**src/rtl/alu_issue_ctrl.sv**
```systemverilog
// Issue sequencer around the pipelined ALU: command FIFO, latency tracking,
// credit-guarded response FIFO. Optional tag path: define ALU_ISSUE_TAG_EN.
module alu_issue_ctrl #(
    parameter int WIDTH = 128,
    parameter int LAT   = 2,
    parameter int DEPTH = 4
) (
    input  logic             clk,
    input  logic             rst,
    input  logic             cmd_valid,
    output logic             cmd_ready,
    input  logic [3:0]       cmd_opcode,
    input  logic [WIDTH-1:0] cmd_a,
    input  logic [WIDTH-1:0] cmd_b,
    input  logic [4:0]       cmd_shift,
`ifdef ALU_ISSUE_TAG_EN
    input  logic [3:0]       cmd_tag,
    output logic [3:0]       rsp_tag,
`endif
    output logic [3:0]       alu_opcode,
    output logic [WIDTH-1:0] alu_in1,
    output logic [WIDTH-1:0] alu_in2,
    output logic [4:0]       alu_shift,
    input  logic [WIDTH-1:0] alu_result,
    input  logic             alu_carry,
    input  logic             alu_zero,
    input  logic             alu_ovf,
    output logic             rsp_valid,
    input  logic             rsp_ready,
    output logic [WIDTH-1:0] rsp_result,
    output logic             rsp_carry,
    output logic             rsp_zero,
    output logic             rsp_ovf,
    output logic [3:0]       rsp_opcode,
    output logic             busy
);
    localparam int AW = $clog2(DEPTH);

    typedef struct packed {
        logic [3:0]       op;
        logic [WIDTH-1:0] a;
        logic [WIDTH-1:0] b;
        logic [4:0]       sh;
`ifdef ALU_ISSUE_TAG_EN
        logic [3:0]       tag;
`endif
    } cmd_t;

    typedef struct packed {
        logic [3:0] op;
`ifdef ALU_ISSUE_TAG_EN
        logic [3:0] tag;
`endif
    } trk_t;

    typedef struct packed {
        logic [WIDTH-1:0] res;
        logic             carry;
        logic             zero;
        logic             ovf;
        logic [3:0]       op;
`ifdef ALU_ISSUE_TAG_EN
        logic [3:0]       tag;
`endif
    } rsp_t;

    cmd_t          cmd_mem [DEPTH];
    rsp_t          rsp_mem [DEPTH];
    trk_t          trk     [LAT];
    logic [AW:0]   cwp, crp, rwp, rrp;
    logic [AW:0]   outstanding;
    logic [LAT-1:0] vld;
    logic          rdy_q;
    cmd_t          cmd_in, head, last_q, alu_cmd;
    trk_t          trk_in;
    rsp_t          rsp_in, rsp_hold, rsp_out;
    logic          cmd_empty, cmd_full, cmd_push;
    logic          rsp_empty, rsp_full, rsp_wr, rsp_pop;
    logic          issue;

    assign cmd_empty = (cwp == crp);
    assign cmd_full  = (cwp[AW] != crp[AW]) && (cwp[AW-1:0] == crp[AW-1:0]);
    assign rsp_empty = (rwp == rrp);
    assign rsp_full  = (rwp[AW] != rrp[AW]) && (rwp[AW-1:0] == rrp[AW-1:0]);

    assign cmd_ready = rdy_q && !cmd_full;
    assign cmd_push  = cmd_valid && cmd_ready;
    assign head      = cmd_mem[crp[AW-1:0]];
    assign issue     = !cmd_empty && (outstanding < (AW+1)'(DEPTH));
    assign alu_cmd   = issue ? head : last_q;
    assign rsp_wr    = vld[LAT-1];
    assign rsp_valid = !rsp_empty;
    assign rsp_pop   = rsp_valid && rsp_ready;
    assign rsp_out   = rsp_empty ? rsp_hold : rsp_mem[rrp[AW-1:0]];
    assign busy      = !cmd_empty || (|vld) || (outstanding != '0);

    assign alu_opcode = alu_cmd.op;
    assign alu_in1    = alu_cmd.a;
    assign alu_in2    = alu_cmd.b;
    assign alu_shift  = alu_cmd.sh;
    assign rsp_result = rsp_out.res;
    assign rsp_carry  = rsp_out.carry;
    assign rsp_zero   = rsp_out.zero;
    assign rsp_ovf    = rsp_out.ovf;
    assign rsp_opcode = rsp_out.op;
`ifdef ALU_ISSUE_TAG_EN
    assign rsp_tag    = rsp_out.tag;
`endif

    // Pack incoming command, tracking sideband and captured response.
    always_comb begin
        cmd_in       = '0;
        cmd_in.op    = cmd_opcode;
        cmd_in.a     = cmd_a;
        cmd_in.b     = cmd_b;
        cmd_in.sh    = cmd_shift;
        trk_in       = '0;
        trk_in.op    = alu_cmd.op;
        rsp_in       = '0;
        rsp_in.res   = alu_result;
        rsp_in.carry = alu_carry;
        rsp_in.zero  = alu_zero;
        rsp_in.ovf   = alu_ovf;
        rsp_in.op    = trk[LAT-1].op;
`ifdef ALU_ISSUE_TAG_EN
        cmd_in.tag   = cmd_tag;
        trk_in.tag   = alu_cmd.tag;
        rsp_in.tag   = trk[LAT-1].tag;
`endif
    end

    // FIFO storage; contents are only meaningful between the pointers.
    always_ff @(posedge clk) begin
        if (cmd_push) cmd_mem[cwp[AW-1:0]] <= cmd_in;
        if (rsp_wr)   rsp_mem[rwp[AW-1:0]] <= rsp_in;
    end

    // Pointers, credit counter, ready enable and held ALU/response values.
    always_ff @(posedge clk or posedge rst) begin
        if (rst) begin
            cwp         <= '0;
            crp         <= '0;
            rwp         <= '0;
            rrp         <= '0;
            outstanding <= '0;
            rdy_q       <= 1'b0;
            last_q      <= '0;
            rsp_hold    <= '0;
        end else begin
            rdy_q <= 1'b1;
            if (cmd_push) cwp <= cwp + (AW+1)'(1);
            if (issue) begin
                crp    <= crp + (AW+1)'(1);
                last_q <= head;
            end
            if (rsp_wr) rwp <= rwp + (AW+1)'(1);
            if (rsp_pop) begin
                rrp      <= rrp + (AW+1)'(1);
                rsp_hold <= rsp_out;
            end
            unique case ({issue, rsp_pop})
                2'b10:   outstanding <= outstanding + (AW+1)'(1);
                2'b01:   outstanding <= outstanding - (AW+1)'(1);
                default: outstanding <= outstanding;
            endcase
        end
    end

    // Follow each issued command through the ALU latency.
    always_ff @(posedge clk or posedge rst) begin
        if (rst) begin
            vld <= '0;
            for (int i = 0; i < LAT; i++) trk[i] <= '0;
        end else begin
            vld[0] <= issue;
            trk[0] <= trk_in;
            for (int i = 1; i < LAT; i++) begin
                vld[i] <= vld[i-1];
                trk[i] <= trk[i-1];
            end
        end
    end

    a_no_rsp_overflow: assert property (
        @(posedge clk) disable iff (rst) !(rsp_wr && rsp_full)
    );

endmodule

```
**config.mk**
```make
export PLATFORM = sky130hd
export DESIGN_NAME = alu_issue_ctrl
export DESIGN_NICKNAME = d
export VERILOG_FILES = /design/src/rtl/alu_issue_ctrl.sv
export SDC_FILE = /design/constraint.sdc
export NUM_CORES = 2
export LEC_CHECK = 0
export BUFFER_PORTS_ARGS = -buffer_cell sky130_fd_sc_hd__buf_2
export CAP_MARGIN = 20
export CORE_ASPECT_RATIO = 1.2
export CORE_MARGIN = 3
export CORE_UTILIZATION = 35
export CTS_CLUSTER_DIAMETER = 100
export DETAILED_ROUTE_END_ITERATION = 6
export PLACE_DENSITY_LB_ADDON = 0.08
export SLEW_MARGIN = 10
export SYNTH_ARGS = -nofsm -noshare
export SYNTH_HDL_FRONTEND = slang
export SYNTH_SLANG_ARGS = --single-unit
```
**constraint.sdc**
```tcl
create_clock -name clk -period 28 [get_ports clk]
set_input_delay 1.4 -clock clk [delete_from_list [all_inputs] [get_ports clk]]
set_output_delay 1.4 -clock clk [all_outputs]
set_load 0.01 [all_outputs]
```
# == Word-level counts from Yosys, hierarchy flattened ==
# Memory sizes are Yosys's and may differ from the RTL's.
# Index checks and enable logic that the tools add are counted.
# op_classes
addsub,6
n_lt_le_gt_ge,1
eq_ne,6
mux,7
reduce_logical,13
# ops
op,n
2-to-1 mux 265 bit,1
2-to-1 mux 135 bit,1
"adder 3 x 1 -> 3 bit, second input constant",5
equality test 3 bit,2
case mux 3 bit (2 select lines),1
logical AND 1 bit,5
2-to-1 mux 1 bit,4
logical NOT 1 bit,3
"less-than comparator 3 bit, second input constant",1
nonzero test 3 bit,1
"subtractor 3 x 1 -> 3 bit, second input constant",1
"equality test 2 x 1 -> 1 bit, second input constant",1
equality test 2 bit,1
"equality test 2 bit, second input constant",1
logical OR 1 bit,2
nonzero test 2 bit,1
OR reduction 2 bit,1
inequality test 1 bit,1
# word_totals
reg_bits,422
mem_bits_rw,1600
inputBits,400
output_inout_bits,403
elab_cells,52
n_memories,2
# mem_list
name,words,width,read_ports,rd_ports_with_merged_regs,write_ports,line,rtl
cmd_mem,4,265,1,0,1,67,cmd_t cmd_mem [DEPTH];
rsp_mem,4,135,1,0,1,68,rsp_t rsp_mem [DEPTH];

# == Logic depth before layout (Yosys ltp) ==
# depth
word_depth,7
mapped_depth,12

# == Worst setup path before layout ==
# OpenSTA, ideal clock, no wires.
# synth_timing
kind,reg2reg
from,register crp[1]
to,"memory cmd_mem[3][0] in the netlist's numbering, enable pin"
arrival_time_ns,21.866
path_slack_ns,4.763
path_stages_with_launch,4
period_less_slack_ns,23.237
path_cell_list,dfrtp_1 buf_2 xnor2_2 a311oi_1
# synth_between
elab_chain_len,7
# synth_lines
element,line,rtl
"start, declared",70,"logic [AW:0] cwp, crp, rwp, rrp;"
"start signal, assigned",153,crp <= crp + (AW+1)'(1);
equality test 2 bit,82,assign cmd_full = (cwp[AW] != crp[AW]) && (cwp[AW-1:0] == crp[AW-1:0]);
logical AND 1 bit,82,
logical NOT 1 bit,86,assign cmd_ready = rdy_q && !cmd_full;
logical AND 1 bit,86,
logical AND 1 bit,87,assign cmd_push = cmd_valid && cmd_ready;
2-to-1 mux 1 bit,134,if (cmd_push) cmd_mem[cwp[AW-1:0]] <= cmd_in;
2-to-1 mux 1 bit (not written as such),134,
"end, declared",67,
# No other way between the ends.

# == Worst setup path after layout ==
# layout_timing
from,register crp[1]
to,output alu_in2[96]
# layout_between
elab_chain_len,4
word_cells_on_any_way,5
classes_between,1 x eq/ne; 1 x mux; 2 x reduce/logical; 1 x memory
# layout_lines
element,line,rtl
equality test 3 bit,81,assign cmd_empty = (cwp == crp);
logical NOT 1 bit,89,assign issue = !cmd_empty && (outstanding < (AW+1)'(DEPTH));
logical AND 1 bit,89,
2-to-1 mux 265 bit *,-,
"end, declared",22,"output logic [WIDTH-1:0] alu_in2,"
# Mark *: on every way between the ends. The rest lies on a longest branch, timed or not.

==> metrics.cfg <==
[placement]
io_buffers=802
dp_cells=6689
hpwl_mm=119
place_ws_ns=21.94
gp_congestion=0.741
place_area_um2=82300

[global_route]
grt_pass1_wl_mm=277
grt_max_degree=138
grt-ovfl-total=0
antenna_found_initial=146
grt_pass1_vias=37298
grt_usage_pct=17.3

[power]
seqPwrFrac_pct=38.9
p_sw_share_pct=32.8
p_clk_share_pct=24.8
total_power_mw=10.9
combPwrFrac_pct=36.3
power.internal_mw=7.33
switchingPower_mw=3.57
irDropWorstVdd_mv=0.0710
leakage_nw=31.2
power_density_nw_per_um2=122

[timing]
rsz0062_at_grt=false
hold_viol_final=0
tightestPinTransition_ns=1.11
period_minus_slack_ns=6.71
setup_viol=0
final.setup_skew_ns=0.0411
fin_ws_ns=21.29
maxSlewViolCount=0
slew_headroom_pct=26.1
period_share_pct=24.0
max_freq_mhz=149
fin_setup_tns_ns=0

[clock_network]
cts_sinks=2022
worstSkewPairLatency_ns=0.84
root_buffer=clkbuf_16
cts_buffers=210
cts_tree=yes
clk_pin_slew_worst_paths_ns=0.06
cts.path.max_buffers=3
cts-resized-gates=0
cts_hold_buf=0
post-cts-setup-buffers=0
cts_max_level=4

[synth]
ys_types=29
syn_avg_cell_area_um2=23.6
yosysSeqAreaShare_pct=78.2
syn_nets=3591
yosysWarnings=0
synthCells=3179
syn-cell-area_um2=75000
ys_ff_latch=2022

[detailed_routing]
firstDrtPassIters=5
drc=0
wl_mm=191
drtIter0Drc=2213
num_vias=34786
antenna_left=0
via_per_inst=4.87
wl_per_cell_um=26.8

[critical_path]
cp-endpoint=alu_in2[96]
path_cells=xnor2_2 -> a31oi_4 -> buf_4 -> buf_4 -> buf_4 -> mux2_2 -> buf_2
rr_worst_depth=6
path_class=register to output port
r2r-start=crp[1]
slowest_delay_ns=0.98
crit_path_end_kind=output port
crit_fanout=75
crit_required_ns=26.60
cp.arrival_ns=5.31
cp-startpoint=crp[1]
cp-start-kind=register
r2r-end=cmd_mem[1][67]
slowest_stage=dfrtp_4
worst_path_most_repeated_cell=buf_4
rrSetupSlack_ns=22.85

[die]
rows=185
core-area_um2=212000
die_h_um=513
die_area_um2=220000
start_util_pct=35.3
die_x_um=429
io_pins=803

[layout]
drive_gt1_share_pct=48.6
synthToLayoutAreaGrowth_pct=18.9
fillers=18815
stdcell_count=7136
nets=4508
stdcell_area_um2=89200

[run_status]
status=finished clean

[flow_run]
drv_cap=0

[min_path]
hold_path.class=register to register

cells by family (layout without fill, tap and decap cells):
logic type / Yosys count / count (layout) / share of synthesized area [%]
buf+inv: 163 / 1266 / 1.09
simple gates: 16 / 16 / 0.115
flops: 2022 / 2022 / 78.2
mux: 938 / 938 / 20.1
xor+xnor: 18 / 18 / 0.230
compound gates: 9 / 9 / 0.102
other cells: 1 / 50 / 0.00500
fa+ha+maj: 12 / 12 / 0.210
worst min path at each step:
| stage | cells past startpoint | slack [ns] | end | start |
|---|---|---|---|---|
| floorplan | 0 | 0.35 | rsp_in[0] | trk[4] |
| global placement | 0 | 0.36 | vld[1] | vld[0] |
| detailed placement | 0 | 0.37 | vld[1] | vld[0] |
| CTS | 0 | 0.38 | vld[1] | vld[0] |
| global route | 0 | 0.40 | vld[1] | vld[0] |
| finish | 0 | 0.38 | vld[1] | vld[0] |
sequential cells by signal (all words and copies together), names as in the netlist:
register / flops
cmd_mem: 1060
crp: 3
cwp: 3
last_q: 261
outstanding: 3
rdy_q: 1
rrp: 3
rsp_hold: 135
rsp_in: 4
rsp_mem: 540
rwp: 3
trk: 4
vld: 2
cells in the mapped netlist, drive strengths merged:
cell type	number	area (um^2)
a31oi	4	40.0
a31o	1	8.76
conb	1	3.75
or4	1	7.51
xnor2	9	93.8
clkbuf	36	139
nand3	2	10.0
a311oi	2	17.5
ha	11	138
inv	14	52.6
xor2	9	78.8
nor2	1	3.75
dfrtp	422	10600
mux2	538	6060
nand2	4	15.0
fa	1	20.0
buf	113	624
or3	1	6.26
o21ai	2	10.0
edfxtp	1600	48000
and2	7	43.8
mux4	400	9010
cell usage in the layout (no fill, tap or decap), drive strengths merged:
cell type	synthesis	layout
o21ai	2	2
nor2	1	1
clkinvlp	0	4
or3	1	1
inv	14	19
or4	1	1
buf	113	854
bufinv	0	7
ha	11	11
clkinv	0	53
fa	1	1
nand3	2	2
dfrtp	422	422
a311oi	2	2
nand2	4	4
edfxtp	1600	1600
mux4	400	400
diode	0	49
xor2	9	9
clkbuf	36	329
mux2	538	538
a31o	1	1
xnor2	9	9
conb	1	1
a31oi	4	4
and2	7	7
critical path: cells and delay by family, from the launching register on:
family / cells / cell delay (ns)
AO/OA/AOI/OAI: 1 / 0.23
XOR/XNOR: 1 / 0.28
buffers and inverters: 4 / 2.36
flip-flops: 1 / 0.98
multiplexers: 1 / 0.45
per-stage QoR:
step           util [%]  hold WS [ns]
2_1_floorplan         -         0.347
3_3_place_gp       38.7         0.364
3_5_place_dp       38.7         0.365
4_1_cts            41.9         0.379
5_1_grt            41.9         0.398
6_report           42.0         0.375
power by group through the flow:
stage	combinational, mW	clock [mW]	sequential [mW]
after CTS	4.10	2.80	4.26
final	3.96	2.70	4.24
after global placement	4.07	0	4.31
after detailed placement	4.08	0	4.32
after global routing	4.29	2.92	4.31
after floorplan	2.56	0	4.29
layout make-up:
type | instances | area (um^2) | area share (%)
clock inverters | 69 | 612 | 0.686
diodes | 49 | 123 | 0.137
inverters | 14 | 60.1 | 0.0673
repair buffers | 854 | 4490 | 5.04
multi-input cells | 994 | 15600 | 17.5
clock buffers | 329 | 6150 | 6.89
flip-flops and latches | 2022 | 58600 | 65.7
well taps | 2805 | 3510 | 3.94
metal layers:
| metal | routed length [um] | track usage, % |
|---|---|---|
| met3 | 18100 | 7.67 |
| met2 | 90500 | 27.3 |
| met5 | 635 | 0 |
| met1 | 76000 | 21.3 |
| met4 | 5740 | 5.94 |
(Power assumes the default switching activity.)
